[src/rtl/am_img_avg.sv]
// am_img_avg: averages 2^C_AVG_LOG2 motion-free edge frames and turns the gap error into a signed step via an external LUT.
// Build option: define AM_IMG_ADDR_CLAMP_EN to saturate the LUT address (and clear o_ok) when |err| exceeds the LUT range.
module am_img_avg #(
  parameter int C_IMG_HW            = 12,
  parameter int C_STEP_NUMBER_WIDTH = 32,
  parameter int C_AVG_LOG2          = 2,
  parameter int C_LUT_AW            = 10,
  parameter int C_LUT_LATENCY       = 2
) (
  input  logic                           clk,
  input  logic                           reset,
  input  logic                           enable,
  input  logic                           l2r,
  input  logic                           done_if_img_invalid,
  input  logic                           req_ecf,
  input  logic                           req_dep_img,
  input  logic [C_IMG_HW-1:0]            req_img_dst,
  input  logic [C_IMG_HW-1:0]            req_img_tol,
  input  logic                           img_pulse,
  input  logic                           img_l_valid,
  input  logic                           img_r_valid,
  input  logic                           img_lo_valid,
  input  logic                           img_ro_valid,
  input  logic [C_IMG_HW-1:0]            img_lo_y,
  input  logic [C_IMG_HW-1:0]            img_ro_y,
  input  logic                           img_li_valid,
  input  logic                           img_ri_valid,
  input  logic [C_IMG_HW-1:0]            img_li_y,
  input  logic [C_IMG_HW-1:0]            img_ri_y,
  input  logic                           m_state,
  input  logic                           m_dep_state,
  output logic [C_LUT_AW-1:0]            rd_addr,
  input  logic [C_STEP_NUMBER_WIDTH-1:0] rd_data,
  output logic                           o_pulse,
  output logic [C_STEP_NUMBER_WIDTH-1:0] o_step,
  output logic                           o_ok,
  output logic                           o_should_start,
  output logic [C_IMG_HW:0]              o_err
);
  localparam int W1 = C_IMG_HW + 1;
  localparam int WA = W1 + C_AVG_LOG2;
  localparam int CW = C_AVG_LOG2 + 1;
  localparam int NF = 1 << C_AVG_LOG2;

  typedef enum logic [1:0] {ACC, CALC, LUT, EMIT} state_t;
  state_t state;

  logic                           self_mv, dep_mv;
  logic [1:0]                     self_hist, dep_hist;
  logic signed [WA-1:0]           acc;
  logic [CW-1:0]                  count;
  logic                           all_dep_still;
  logic [1:0]                     calc_step;
  logic [2:0]                     wait_cnt;
  logic signed [W1-1:0]           avg, err;
  logic                           needback, ok;
  logic [C_STEP_NUMBER_WIDTH-1:0] lut_data;

  // Motion seen since the previous frame, including the strobe cycle itself.
  logic       self_now, dep_now, self_still, dep_still;
  logic [1:0] self_hist_new, dep_hist_new;
  assign self_now      = self_mv | m_state;
  assign dep_now       = dep_mv | m_dep_state;
  assign self_hist_new = {self_hist[0], self_now};
  assign dep_hist_new  = {dep_hist[0], dep_now};
  assign self_still    = (self_hist_new == 2'b00);
  assign dep_still     = (dep_hist_new == 2'b00);

  logic signed [W1-1:0] od_raw, id_raw, od, id, ecc, pos;
  logic signed [WA-1:0] pos_ext;
  assign od_raw  = $signed({1'b0, img_lo_y}) - $signed({1'b0, img_ro_y});
  assign id_raw  = $signed({1'b0, img_li_y}) - $signed({1'b0, img_ri_y});
  assign od      = l2r ? od_raw : -od_raw;
  assign id      = l2r ? id_raw : -id_raw;
  assign ecc     = od - id;
  assign pos     = (req_ecf & img_li_valid & img_ri_valid) ? id - (ecc >>> 2) : od;
  assign pos_ext = WA'(pos);

  logic accept;
  assign accept = enable & req_dep_img & img_l_valid & img_r_valid &
                  img_lo_valid & img_ro_valid & self_still;

  logic [CW-1:0] count_inc;
  assign count_inc = count + 1'b1;

  logic signed [W1-1:0] dst_s;
  logic                 avg_pos;
  assign dst_s   = $signed({1'b0, req_img_dst});
  assign avg_pos = ~avg[W1-1] & (avg != '0);

  logic [W1-1:0]       mag;
  logic                ok_c, ok_f;
  logic [C_LUT_AW-1:0] addr_c;
  assign mag  = err[W1-1] ? -err : err;
  assign ok_c = (mag < {1'b0, req_img_tol});
`ifdef AM_IMG_ADDR_CLAMP_EN
  logic over;
  assign over   = |mag[W1-1:C_LUT_AW];
  assign addr_c = over ? '1 : mag[C_LUT_AW-1:0];
  assign ok_f   = ok_c & ~over;
`else
  assign addr_c = mag[C_LUT_AW-1:0];
  assign ok_f   = ok_c;
`endif

  always_ff @(posedge clk) begin
    if (reset) begin
      state <= ACC; self_mv <= 1'b0; dep_mv <= 1'b0;
      self_hist <= '0; dep_hist <= '0; acc <= '0; count <= '0;
      all_dep_still <= 1'b0; calc_step <= '0; wait_cnt <= '0;
      avg <= '0; err <= '0; needback <= 1'b0; ok <= 1'b0; lut_data <= '0;
      rd_addr <= '0; o_pulse <= 1'b0; o_step <= '0; o_ok <= 1'b0;
      o_should_start <= 1'b0; o_err <= '0;
    end else begin
      o_pulse <= 1'b0;
      o_step  <= '0;
      if (img_pulse) begin
        self_hist <= self_hist_new; dep_hist <= dep_hist_new;
        self_mv <= 1'b0; dep_mv <= 1'b0;
      end else begin
        self_mv <= self_now; dep_mv <= dep_now;
      end

      if (!enable) begin
        state <= ACC; count <= '0; acc <= '0;
      end else if (img_pulse && done_if_img_invalid) begin
        o_pulse <= 1'b1; o_ok <= 1'b1; o_should_start <= 1'b0;
        state <= ACC; count <= '0; acc <= '0;
      end else begin
        case (state)
          ACC: if (img_pulse) begin
            if (accept) begin
              acc           <= acc + pos_ext;
              count         <= count_inc;
              all_dep_still <= (all_dep_still | (count == '0)) & dep_still;
              if (count_inc == CW'(NF)) begin
                state <= CALC; calc_step <= '0;
              end
            end else begin
              count <= '0; acc <= '0; all_dep_still <= 1'b1;
            end
          end
          CALC: begin
            calc_step <= calc_step + 1'b1;
            if (calc_step == 2'd0) avg <= W1'(acc >>> C_AVG_LOG2);
            else if (calc_step == 2'd1) err <= avg_pos ? avg - dst_s : avg + dst_s;
            else begin
              needback <= err[W1-1] | (err == '0);
              ok       <= ok_f;
              rd_addr  <= addr_c;
              wait_cnt <= '0;
              state    <= LUT;
            end
          end
          // One extra cycle beyond the LUT latency so rd_data is captured stable.
          LUT: begin
            lut_data <= rd_data;
            wait_cnt <= wait_cnt + 1'b1;
            if (wait_cnt == 3'(C_LUT_LATENCY)) state <= EMIT;
          end
          EMIT: begin
            o_pulse        <= 1'b1;
            o_step         <= needback ? -lut_data : lut_data;
            o_ok           <= all_dep_still & ok;
            o_should_start <= ~ok;
            o_err          <= err;
            state <= ACC; count <= '0; acc <= '0;
          end
          default: state <= ACC;
        endcase
      end
    end
  end
endmodule

[config.mk]
export PLATFORM = sky130hd
export DESIGN_NAME = am_img_avg
export DESIGN_NICKNAME = d
export VERILOG_FILES = /design/src/rtl/am_img_avg.sv
export SDC_FILE = /design/constraint.sdc
export NUM_CORES = 1
export LEC_CHECK = 0
export BUFFER_PORTS_ARGS = -buffer_cell sky130_fd_sc_hd__buf_4
export CORE_UTILIZATION = 30
export CTS_BUF_LIST = sky130_fd_sc_hd__clkbuf_4 sky130_fd_sc_hd__clkbuf_8 sky130_fd_sc_hd__clkbuf_16
export DETAILED_ROUTE_END_ITERATION = 8
export HOLD_SLACK_MARGIN = 0.02
export PLACE_DENSITY_LB_ADDON = 0.3
export RECOVER_POWER = 50
export SKIP_CTS_REPAIR_TIMING = 1
export SYNTH_ARGS = -nofsm -noshare
export SYNTH_HDL_FRONTEND = slang
export SYNTH_SLANG_ARGS = --single-unit
[constraint.sdc]
create_clock -name clk -period 7.3 [get_ports clk]
set_clock_uncertainty 0.1 [all_clocks]
set_input_delay 0.365 -clock clk [delete_from_list [all_inputs] [get_ports clk]]
set_output_delay 0.365 -clock clk [all_outputs]
set_load 0.01 [all_outputs]
Yosys cells after proc, flatten, opt, wreduce, memory -nomap -nowiden --
Index checks and enable logic that the tools add are counted.
Word-level totals: bits in writable memories 0, input port bits 120, memories 0, bits in latches 0, flip-flop bits (word level) 148, word-level logic and storage cells 130, bits in read-only memories 0
Operators by class: reductions and logical operators 27, shifts and indexed selects 0, order comparisons 1, bitwise operators 22, equal/unequal tests 12, multiply operators 0, divide/modulo/power cells 0, muxes and demuxes 33, add/subtract/negate cells 14
Operator list (number):
- two-way mux 13 bit | 5
- negator 13 bit | 3
- two-way mux 32 bit | 1
- negator 32 bit | 1
- two-way mux 15 bit | 2
- case mux 15 bit (2 select lines) | 1
- subtractor 12 x 12 -> 13 bit | 2
- subtractor 13 bit | 2
- two-way mux 2 bit | 9
- adder 15 x 13 -> 15 bit | 1
- AND reduction 5 bit | 3
- adder 13 bit | 1
- zero test 13 bit | 1
- less-than comparator 13 x 12 -> 1 bit | 1
- nonzero test 13 bit | 1
- subtractor 13 x 11 -> 13 bit | 1
- two-way mux 3 bit | 4
- inequality test 2 bit, second input constant | 6
- case mux 3 bit (2 select lines) | 2
- AND reduction 6 bit | 2
- AND 1 bit | 11
- zero test 2 bit | 4
- case mux 2 bit (4 select lines) | 1
- AND reduction 4 bit | 2
- other kinds (18) | 42

Logic depth before layout (Yosys ltp) --
Gate-level depths: netlist of the first run.
word-level depth 10, gate-level depth with buffers 35

Least setup slack after synthesis of the first run --
OpenSTA, ideal clock, no wires.
path type input -> register, start point in img_li_y[0], end point reg acc[14], slack 1.024 ns, data arrival time 6.057 ns, stages on the path 35, data required time 7.082 ns, setup time 0.118 ns, path through inv_1 -> ha_1 -> fa_1 -> ha_1 -> inv_1 -> mux2i_1 -> inv_1 -> ha_1 -> a21oi_1 -> nor2b_1 -> nor2_1 -> xor2_1 -> ha_1 -> nor2b_1 -> o21ai_0 -> a21boi_0 -> o21ai_0 -> nand2_1 -> and2_1 -> o21ai_0 -> nand2_1 -> and2_1 -> o21a_1 -> nor2_1 -> xnor2_1 -> mux2_2 -> ha_1 -> o21ai_0 -> nand2b_1 -> a21o_1 -> a21oi_1 -> o21ai_0 -> xor2_1 -> mux2i_1 -> a21oi_1
On the way: word-level cells in the longest chain between the ends 10
Ends and longest elaborated chain:
- start: declaration | RTL line 28 | input logic [C_IMG_HW-1:0] img_li_y,
- subtractor 12 x 12 -> 13 bit (*) | RTL line 72 | assign id_raw = $signed({1'b0, img_li_y}) - $signed({1'b0, img_ri_y});
- negator 13 bit | RTL line 74 | assign id = l2r ? id_raw : -id_raw;
- two-way mux 13 bit (*) | RTL line 74
- subtractor 13 bit | RTL line 75 | assign ecc = od - id;
- subtractor 13 x 11 -> 13 bit (*) | RTL line 76 | assign pos = (req_ecf & img_li_valid & img_ri_valid) ? id - (ecc >>> 2) : od;
- two-way mux 13 bit (*) | RTL line 76
- adder 15 x 13 -> 15 bit (*) | RTL line 133 | acc <= acc + pos_ext;
- two-way mux 15 bit (*) | RTL line 132 | if (accept) begin
- two-way mux 15 bit (*) | RTL line 131 | ACC: if (img_pulse) begin
- case mux 15 bit (2 select lines) (*) | RTL line 130 | case (state)
- end signal: assignment | RTL line 133
- end: declaration | RTL line 50 | logic signed [WA-1:0] acc;
Every way passes the cells marked *; elsewhere a longest branch is shown, timed or not. The select of a mux whose other input is x is not followed. A chain may end at the register's enable or synchronous reset.

Worst setup path after layout of the first run --
Same ends and word-level chain as after synthesis.

==> flow_metrics.env, run 1 <==
export IMPL_run_status="finished, violations left"
export IMPL_violations="max-capacitance violations, max-slew violations"
export IMPL_critPathKind="input port to flop"
export IMPL_avgSynthCellArea_um2=7.696
export IMPL_portBuffers=177
export IMPL_drv_cap=1
export IMPL_fin_cells=1946
export IMPL_syn_area_um2=10240
export IMPL_place_hpwl_um=19310
export IMPL_period_needed_ns=6.670
export IMPL_synth_cell_types=71
export IMPL_nNetsFinal=1710
export IMPL_core_area_um2=33530
export IMPL_crit_path_end_kind="flop"
export IMPL_p_clk_frac=0.315
export IMPL_tns_ns=0
export IMPL_yosysTopAreaCell="dfxtp_1"
export IMPL_dp_cells=1914
export IMPL_grt_pass1_vias=8765
export IMPL_yosys_warnings=0
export IMPL_path_clk_slew_ns=0.07
export IMPL_rows=67
export IMPL_wl_per_cell_um=12.70
export IMPL_layout_commonest_cell="nand2_1"
export IMPL_synthCells=1330
export IMPL_worst_pin_slew_ns=4.505
export IMPL_first_iter_violations=358
export IMPL_start_util=0.3053
export IMPL_crit_required_ns=7.48
export IMPL_rr_endpoint="err[11]"
export IMPL_max_stage_delay_ns=0.49
export IMPL_cp_start_kind="input port"
export IMPL_endpoint="acc[14]"
export IMPL_clk_path_buf_depth=2
export IMPL_fmax_ghz=0.1499
export IMPL_drive_gt1_frac=0.1242
export IMPL_crit_start="img_li_y[0]"
export IMPL_internal_power_mw=1.801
export IMPL_p_per_area_nw_per_um2=224.2
export IMPL_p_seq_frac=0.293
export IMPL_place_congestion=0.8409
export IMPL_track_usage=0.1415
export IMPL_fillerInstances=3560
export IMPL_cp_slowest_cell="fa_1"
export IMPL_clock_sinks=148
export IMPL_rr_worst_depth=20
export IMPL_peakVddDrop_mv=0.1286
export IMPL_total_power_mw=2.769
export IMPL_antenna_cells=0
export IMPL_die_y_um=186.7
export IMPL_die_area_um2=34860
export IMPL_setup_viol=0
export IMPL_ys_async_sr_fraction=0
export IMPL_period_share=0.9136
export IMPL_die_w_um=186.7
export IMPL_overflow=0
export IMPL_wl_um=24710
export IMPL_synthFlopType="dfxtp_1"
export IMPL_viasPerCell=4.739
export IMPL_synth_seq_cells=148
export IMPL_grt_first_pass_wirelength_um=41370
export IMPL_swShare=0.3493
export IMPL_clock_latency_ns=0.42
export IMPL_crit_arrival_ns=6.85
export IMPL_r2r_slack_ns=3.00
export IMPL_antenna_found_initial=0
export IMPL_rsz0062_at_grt="no"
export IMPL_power_switching_uw=967.2
export IMPL_h_tree_depth=4
export IMPL_hold_viol=0
export IMPL_synth_edf_count=0
export IMPL_drc=0
export IMPL_syn_num_nets=1555
export IMPL_dr_pass1_iters=4
export IMPL_seq_area_frac_synth=0.2895
export IMPL_p_leak_nw=5.326
export IMPL_pwr_share_comb=0.392
export IMPL_place_ws_ns=0.1981
export IMPL_cts_tree="built"
export IMPL_num_vias=9222
export IMPL_path_max_fanout=4
export IMPL_hold_path_class="input port to flop"
export IMPL_ios=178
export IMPL_ant_nets=0
export IMPL_maxSlewHeadroom=-2.004
export IMPL_grt_max_degree=99
export IMPL_drv_slew=99
export IMPL_synth_area_top_cells="dfxtp_1, ha_1, nand2_1"
export IMPL_synth_top_area_frac=0.2895
export IMPL_clockRootBuffer="clkbuf_16"
export IMPL_rr_startpoint="avg[1]"
export IMPL_syn_to_final_growth_pct=20.62
export IMPL_fin_ws_ns=0.6305
export IMPL_layout_common_cells="nand2_1, dfxtp_1, nor2_1"
export IMPL_cts_buffers=17
==> flip-flops by register name (all words and copies together) (netlist names), 2 cells and up <==
| name | cells |
|---|---|
| state | 2 |
| o_err | 13 |
| avg | 13 |
| wait_cnt | 3 |
| count | 3 |
| calc_step | 2 |
| acc | 15 |
| err | 13 |
| lut_data | 32 |
| o_step | 32 |
| rd_addr | 10 |
==> critical path: cells and delay by family <==
| family | cells | cell delay, ns |
|---|---|---|
| xor gates and xnor gates | 3 | 0.53 |
| adders and majority gates | 6 | 1.88 |
| muxes | 3 | 0.85 |
| buffers and inverters | 4 | 0.22 |
| and+or+nand+nor | 9 | 1.12 |
| AOI/OAI and AO/OA | 11 | 1.87 |
==> power by group through the flow <==
stage               Combinational, mW  Sequential [mW]  Clock (mW)
CTS                              1.10            0.810       0.897
global placement                 1.08            0.829           0
finish                           1.09            0.811       0.871
floorplan                       0.866            0.829           0
detailed placement               1.09            0.829           0
global route                     1.25            0.810       0.930
==> metrics by stage <==
| stage | hold slack [ns] | cell area (um^2) | utilization |
|---|---|---|---|
| final | 0.09448 | 12350 | 0.3682 |
| after detailed placement | 0.3498 | 11980 | 0.3574 |
| after CTS | 0.07825 | 12570 | 0.3749 |
| after floorplan | 0.3481 | 10240 | - |
| after global routing | 0.09126 | 12350 | 0.3682 |
| after global placement | 0.3460 | 11980 | 0.3574 |
==> how the worst min path moves through the flow <==
stage | slack, ns | startpoint | cells after the start | end
2_1_floorplan | 0.35 | lut_data[31] | 2 | lut_data[31]
3_3_place_gp | 0.35 | rd_addr[1] | 2 | rd_addr[1]
3_5_place_dp | 0.35 | o_err[7] | 2 | o_err[7]
4_1_cts | 0.08 | rd_data[11] | 3 | lut_data[11]
5_1_grt | 0.09 | rd_data[8] | 3 | lut_data[8]
6_report | 0.09 | rd_data[2] | 3 | lut_data[2]
==> cells in the mapped netlist, drive strengths merged (13+ instances only) <==
cell      n
or3      13
a21o     18
a21oi   135
nand2b   20
o31ai    22
xor2     54
dfxtp   148
nand2   184
nor2b    15
nor3     30
o21ai    51
nand3    16
clkbuf   41
nor2    147
ha      100
xnor2    67
inv     108
==> kinds of logic (layout without fill, tap and decap cells) <==
logic type	after synthesis	count (layout)	share of synthesized area
buf+inv	155	323	0.05794
fa+ha+maj	105	105	0.1320
xor+xnor	121	121	0.1050
flops	148	148	0.2895
mux	16	16	0.01614
simple gates	486	486	0.2170
compound gates	299	299	0.1825
==> layer usage <==
layer	global-route usage	vias up	part of all wire
met5	0	-	0
met4	0.03468	0	0.010
met3	0.02351	22	0.037
met2	0.2503	187	0.48
met1	0.1775	4191	0.47
li1	-	4822	-
==> area by class of cell <==
class / instances / area [um^2] / area share
inverters: 108 / 405.4 / 0.03283
clock buffers: 17 / 425.4 / 0.03445
well taps: 448 / 560.5 / 0.04540
clock inverters: 15 / 163.9 / 0.01328
flip-flops and latches: 148 / 2963 / 0.2400
multi-input cells: 1027 / 6680 / 0.5410
repair buffers: 183 / 1149 / 0.09303
Note: power is estimated with default switching activity, not from simulation.
==> run 2: changes to the inputs <==
--- a/config.mk
+++ b/config.mk
@@ -6,7 +6,9 @@
 export NUM_CORES = 1
 export LEC_CHECK = 0
 export BUFFER_PORTS_ARGS = -buffer_cell sky130_fd_sc_hd__buf_4
-export CORE_UTILIZATION = 30
+export CELL_PAD_IN_SITES_DETAIL_PLACEMENT = 0
+export CELL_PAD_IN_SITES_GLOBAL_PLACEMENT = 1
+export CORE_UTILIZATION = 42
 export CTS_BUF_LIST = sky130_fd_sc_hd__clkbuf_4 sky130_fd_sc_hd__clkbuf_8 sky130_fd_sc_hd__clkbuf_16
 export DETAILED_ROUTE_END_ITERATION = 8
 export HOLD_SLACK_MARGIN = 0.02
==> run 2 against run 1 <==
- the run still ends with max-capacitance violations, max-slew violations left
- sequential share of layout area grew 0.33 points
- largest cell class unchanged
- maximum frequency grew 1.8%
- routed wire length shrank 6.8%
- combinational power is essentially flat
==> flow_metrics.env, run 2 (synthesized netlist as in run 1, its figures left out) <==
export IMPL_rsz0062_at_grt="no"
export IMPL_nNetsFinal=1708
export IMPL_cp_start_kind="input port"
export IMPL_path_clk_slew_ns=0.07
export IMPL_period_share=0.8974
export IMPL_start_util=0.4322
export IMPL_overflow=0
export IMPL_drive_gt1_frac=0.1237
export IMPL_wl_per_cell_um=12.69
export IMPL_hold_path_class="input port to flop"
export IMPL_h_tree_depth=4
export IMPL_fmax_ghz=0.1526
export IMPL_cts_buffers=17
export IMPL_place_congestion=0.8428
export IMPL_clock_sinks=148
export IMPL_layout_common_cells="nand2_1, dfxtp_1, nor2_1"
export IMPL_dr_pass1_iters=7
export IMPL_drv_cap=2
export IMPL_clockRootBuffer="clkbuf_16"
export IMPL_crit_path_end_kind="flop"
export IMPL_num_vias=9080
export IMPL_critPathKind="input port to flop"
export IMPL_grt_pass1_vias=8334
export IMPL_grt_max_degree=54
export IMPL_tns_ns=0
export IMPL_cp_slowest_cell="fa_1"
export IMPL_die_y_um=158.1
export IMPL_setup_viol=0
export IMPL_die_area_um2=25000
export IMPL_run_status="finished, violations left"
export IMPL_violations="max-capacitance violations, max-slew violations"
export IMPL_syn_to_final_growth_pct=18.98
export IMPL_drc=0
export IMPL_clk_path_buf_depth=2
export IMPL_crit_required_ns=7.47
export IMPL_ios=178
export IMPL_period_needed_ns=6.551
export IMPL_rows=56
export IMPL_track_usage=0.1875
export IMPL_wl_um=23040
export IMPL_p_per_area_nw_per_um2=227.7
export IMPL_layout_commonest_cell="nand2_1"
export IMPL_cts_tree="built"
export IMPL_ant_nets=0
export IMPL_core_area_um2=23680
export IMPL_p_leak_nw=5.312
export IMPL_viasPerCell=5.003
export IMPL_die_w_um=158.1
export IMPL_drv_slew=101
export IMPL_grt_first_pass_wirelength_um=38100
export IMPL_antenna_cells=0
export IMPL_crit_arrival_ns=6.72
export IMPL_path_max_fanout=4
export IMPL_worst_pin_slew_ns=2.367
export IMPL_maxSlewHeadroom=-0.5783
export IMPL_place_hpwl_um=18120
export IMPL_antenna_found_initial=0
export IMPL_biggestRegsByFlops="lut_data x32, o_step x32, acc x15"
export IMPL_first_iter_violations=331
export IMPL_portBuffers=177
export IMPL_hold_viol=0
export IMPL_max_stage_delay_ns=0.47
export IMPL_clock_latency_ns=0.42
export IMPL_holdWs_ns=0.08360
export IMPL_peakVddDrop_mv=0.1624
-- run 2: cell count changes in the layout (fill, tap and decap cells not counted) --
cell        delta
buf_4          -2
clkinv_2       +2
inv_6          -2
bufinv_16      +1
clkinv_4       -1
clkinv_8       -1
clkinvlp_4     +1
mux2i_1        -1
mux2i_2        +1
o21ai_0        +1
o21ai_1        -1
-- run 2: area by class of cell --
| class | count | area, um^2 |
|---|---|---|
| clock buffers | 17 | 425.4 |
| clock inverters | 15 | 168.9 |
| fillers | 2437 | 11500 |
| inverters | 108 | 405.4 |
| multi-input cells | 1027 | 6684 |
| flip-flops and latches | 148 | 2963 |
| well taps | 319 | 399.1 |
| repair buffers | 181 | 1134 |
-- run 2: path summary, 6_finish.rpt --
check        cells after the start   startpoint           end  slack (ns)
max                             36  img_li_y[0]       acc[14]        0.75
min reg2reg                      2     o_err[5]      o_err[5]        0.35
max reg2reg                     20       avg[1]       err[11]        3.33
min                              3  rd_data[15]  lut_data[15]        0.08
-- run 2: power by group --
group	total [mW]	switching [mW]	internal, mW
logic	1.09	0.582	0.508
registers	0.811	0.00113	0.810
clock network	0.872	0.361	0.512
-- run 2: metrics by stage --
stage / utilization / power, mW / cells / area, um^2 / setup WS, ns
floorplan: - / 1.695 / 1330 / 10240 / 1.024
detailed placement: 0.4987 / 1.927 / 1783 / 11810 / 0.2849
global route: 0.5143 / 2.977 / 1815 / 12180 / 0.02828
CTS: 0.5238 / 2.804 / 1815 / 12400 / 0.7267
global placement: 0.4987 / 1.911 / 1783 / 11810 / 0.3958
finish: 0.5143 / 2.773 / 1815 / 12180 / 0.7487
-- run 2: per-layer routing --
| metal | up-vias | track usage | wire [um] |
|---|---|---|---|
| met2 | 170 | 0.3354 | 10940 |
| met5 | - | 0 | 0 |
| met3 | 21 | 0.02655 | 877 |
| met1 | 4064 | 0.2309 | 10890 |
| met4 | 0 | 0.05586 | 330 |
| li1 | 4825 | - | - |
-- run 2: worst max-delay path: cells and delay by family --
kind                       cells  cell delay (ns)
AOI/OAI and AO/OA             11             1.86
adders and majority gates      6             1.83
and+or+nand+nor                9             1.08
muxes                          3             0.84
xor gates and xnor gates       3             0.51
buffers and inverters          4             0.22
==> run 3: changes to the inputs <==
--- a/config.mk
+++ b/config.mk
@@ -8,9 +8,10 @@
 export BUFFER_PORTS_ARGS = -buffer_cell sky130_fd_sc_hd__buf_4
 export CELL_PAD_IN_SITES_DETAIL_PLACEMENT = 0
 export CELL_PAD_IN_SITES_GLOBAL_PLACEMENT = 1
-export CORE_UTILIZATION = 42
-export CTS_BUF_LIST = sky130_fd_sc_hd__clkbuf_4 sky130_fd_sc_hd__clkbuf_8 sky130_fd_sc_hd__clkbuf_16
+export CORE_UTILIZATION = 43
+export CTS_BUF_LIST = sky130_fd_sc_hd__clkbuf_8
 export DETAILED_ROUTE_END_ITERATION = 8
+export GPL_TIMING_DRIVEN = 0
 export HOLD_SLACK_MARGIN = 0.02
 export PLACE_DENSITY_LB_ADDON = 0.3
 export RECOVER_POWER = 50
==> run 3 against run 2 <==
- the run now ends clean
- combinational power about the same
- core utilization increased by 0.55 points
- die area down 2.3%
- sequential power about the same
- maximum frequency shrank 2.6%
- critical path type unchanged
- largest power group unchanged
- highest routed layer is now met5
==> flow_metrics.env, run 3 (synthesized netlist as in run 1, its figures left out) <==
export IMPL_worst_pin_slew_ns=0.8069
export IMPL_critPathKind="input port to flop"
export IMPL_period_share=0.9214
export IMPL_drv_cap=0
export IMPL_crit_path_end_kind="flop"
export IMPL_die_y_um=156.3
export IMPL_clock_sinks=148
export IMPL_setup_viol=0
export IMPL_rr_startpoint="avg[1]"
export IMPL_grt_pass1_vias=8431
export IMPL_nNetsFinal=1750
export IMPL_core_area_um2=23400
export IMPL_fillerInstances=2422
export IMPL_die_w_um=156.3
export IMPL_peakVddDrop_mv=0.1079
export IMPL_design_area_um2=12160
export IMPL_place_hpwl_um=19800
export IMPL_ios=178
export IMPL_run_status="finished, final reports clean"
export IMPL_critical_path_top_delay_family="compound AO/OA/AOI/OAI gates"
export IMPL_dr_pass1_iters=4
export IMPL_crit_required_ns=7.54
export IMPL_portBuffers=176
export IMPL_p_leak_nw=5.276
export IMPL_path_max_fanout=5
export IMPL_cts_tree="built"
export IMPL_path_clk_slew_ns=0.10
export IMPL_crit_arrival_ns=6.97
export IMPL_fmax_ghz=0.1487
export IMPL_track_usage=0.1997
export IMPL_rr_endpoint="err[12]"
export IMPL_cp_start_kind="input port"
export IMPL_crit_start="img_li_y[0]"
export IMPL_hold_path_class="input port to flop"
export IMPL_critPathMostFrequentCell="o21ai_0"
export IMPL_clk_path_buf_depth=2
export IMPL_critPathBufInv=2
export IMPL_overflow=0
export IMPL_layout_common_cells="nand2_1, dfxtp_1, nor2_1"
export IMPL_tns_ns=0
export IMPL_place_congestion=0.8991
export IMPL_r2r_slack_ns=3.20
export IMPL_period_needed_ns=6.726
export IMPL_h_tree_depth=4
export IMPL_placed_cell_area_um2=11960
export IMPL_drive_gt1_frac=0.1190
export IMPL_drv_slew=0
export IMPL_biggestRegsByFlops="lut_data x32, o_step x32, acc x15"
export IMPL_ant_nets=0
export IMPL_start_util=0.4374
export IMPL_antenna_found_initial=1
export IMPL_wl_um=24130
export IMPL_drc=0
export IMPL_hold_viol=0
export IMPL_layout_commonest_cell="nand2_1"
export IMPL_grt_first_pass_wirelength_um=39400
export IMPL_holdWs_ns=0.05091
export IMPL_num_vias=9188
export IMPL_first_iter_violations=275
export IMPL_clock_latency_ns=0.46
export IMPL_die_area_um2=24430
export IMPL_cp_slowest_cell="o21ai_0"
export IMPL_rsz0062_at_grt="no"
export IMPL_antenna_cells=0
export IMPL_rr_worst_depth=22
export IMPL_p_per_area_nw_per_um2=211.0
export IMPL_cts_buffers=17
export IMPL_max_stage_delay_ns=0.41
export IMPL_syn_to_final_growth_pct=18.84
export IMPL_viasPerCell=4.948
export IMPL_path_depth=33
export IMPL_grt_max_degree=17
export IMPL_wl_per_cell_um=12.99
export IMPL_rows=56
export IMPL_maxSlewHeadroom=0.4467
export IMPL_endpoint="acc[14]"
export IMPL_clockRootBuffer="clkbuf_8"
==> run 3: cell count changes in the layout (fill, tap and decap cells not counted) <==
cell       change
and2_0         +1
and2_1         -1
buf_1          +3
buf_4          -3
buf_6          +1
clkbuf_1      +41
clkbuf_16     -17
clkbuf_8      +17
clkinv_2       -2
clkinv_8       +2
==> run 3: worst register-to-register path, delay by kind of cell, from the launching register on <==
family / cells / cell delay, ns
AOI/OAI and AO/OA: 10 / 1.56
xor gates and xnor gates: 2 / 0.44
adders and majority gates: 1 / 0.27
buffers and inverters: 2 / 0.30
DFF: 1 / 0.37
and+or+nand+nor: 7 / 0.97
==> run 3: how the worst min path moves through the flow <==
stage | from | end | slack (ns) | cells past startpoint
4_1_cts | rd_data[6] | lut_data[6] | 0.03 | 3
5_1_grt | rd_data[3] | lut_data[3] | 0.03 | 3
6_report | rd_data[6] | lut_data[6] | 0.05 | 3
2_1_floorplan | lut_data[31] | lut_data[31] | 0.35 | 2
3_3_place_gp | rd_addr[2] | rd_addr[2] | 0.35 | 2
3_5_place_dp | o_err[4] | o_err[4] | 0.35 | 2
==> run 3: layer usage <==
| metal | track usage | up-vias | share of wire |
|---|---|---|---|
| li1 | - | 4908 | - |
| met1 | 0.2458 | 4093 | 0.46 |
| met2 | 0.3580 | 159 | 0.49 |
| met3 | 0.02742 | 26 | 0.031 |
| met4 | 0.06116 | 2 | 0.018 |
| met5 | 0 | - | 0.00037 |
==> run 3: metrics by stage <==
stage,utilization,setup slack (ns),std cells,power (mW)
finish,0.5198,0.5736,1857,2.567
global route,0.5198,0.09516,1857,2.771
CTS,0.5291,0.4274,1857,2.595
detailed placement,0.5109,-0.03770,1825,1.919
global placement,0.5109,0.05594,1825,1.895
floorplan,-,1.024,1330,1.695
==> run 3: layout make-up <==
class                   instances  area, um^2  area share
plain buffers                  47       187.7     0.01543
clock buffers                  17       234.0     0.01923
clock inverters                15       191.4     0.01574
inverters                     108       405.4     0.03333
multi-input cells            1027        6684      0.5495
flip-flops and latches        148        2963      0.2436
well taps                     319       399.1     0.03281
repair buffers                176        1100     0.09041
==> run 3: power by group <==
group | switching [mW] | internal (mW)
registers | 0.00124 | 0.809
logic | 0.576 | 0.507
clock network | 0.355 | 0.319
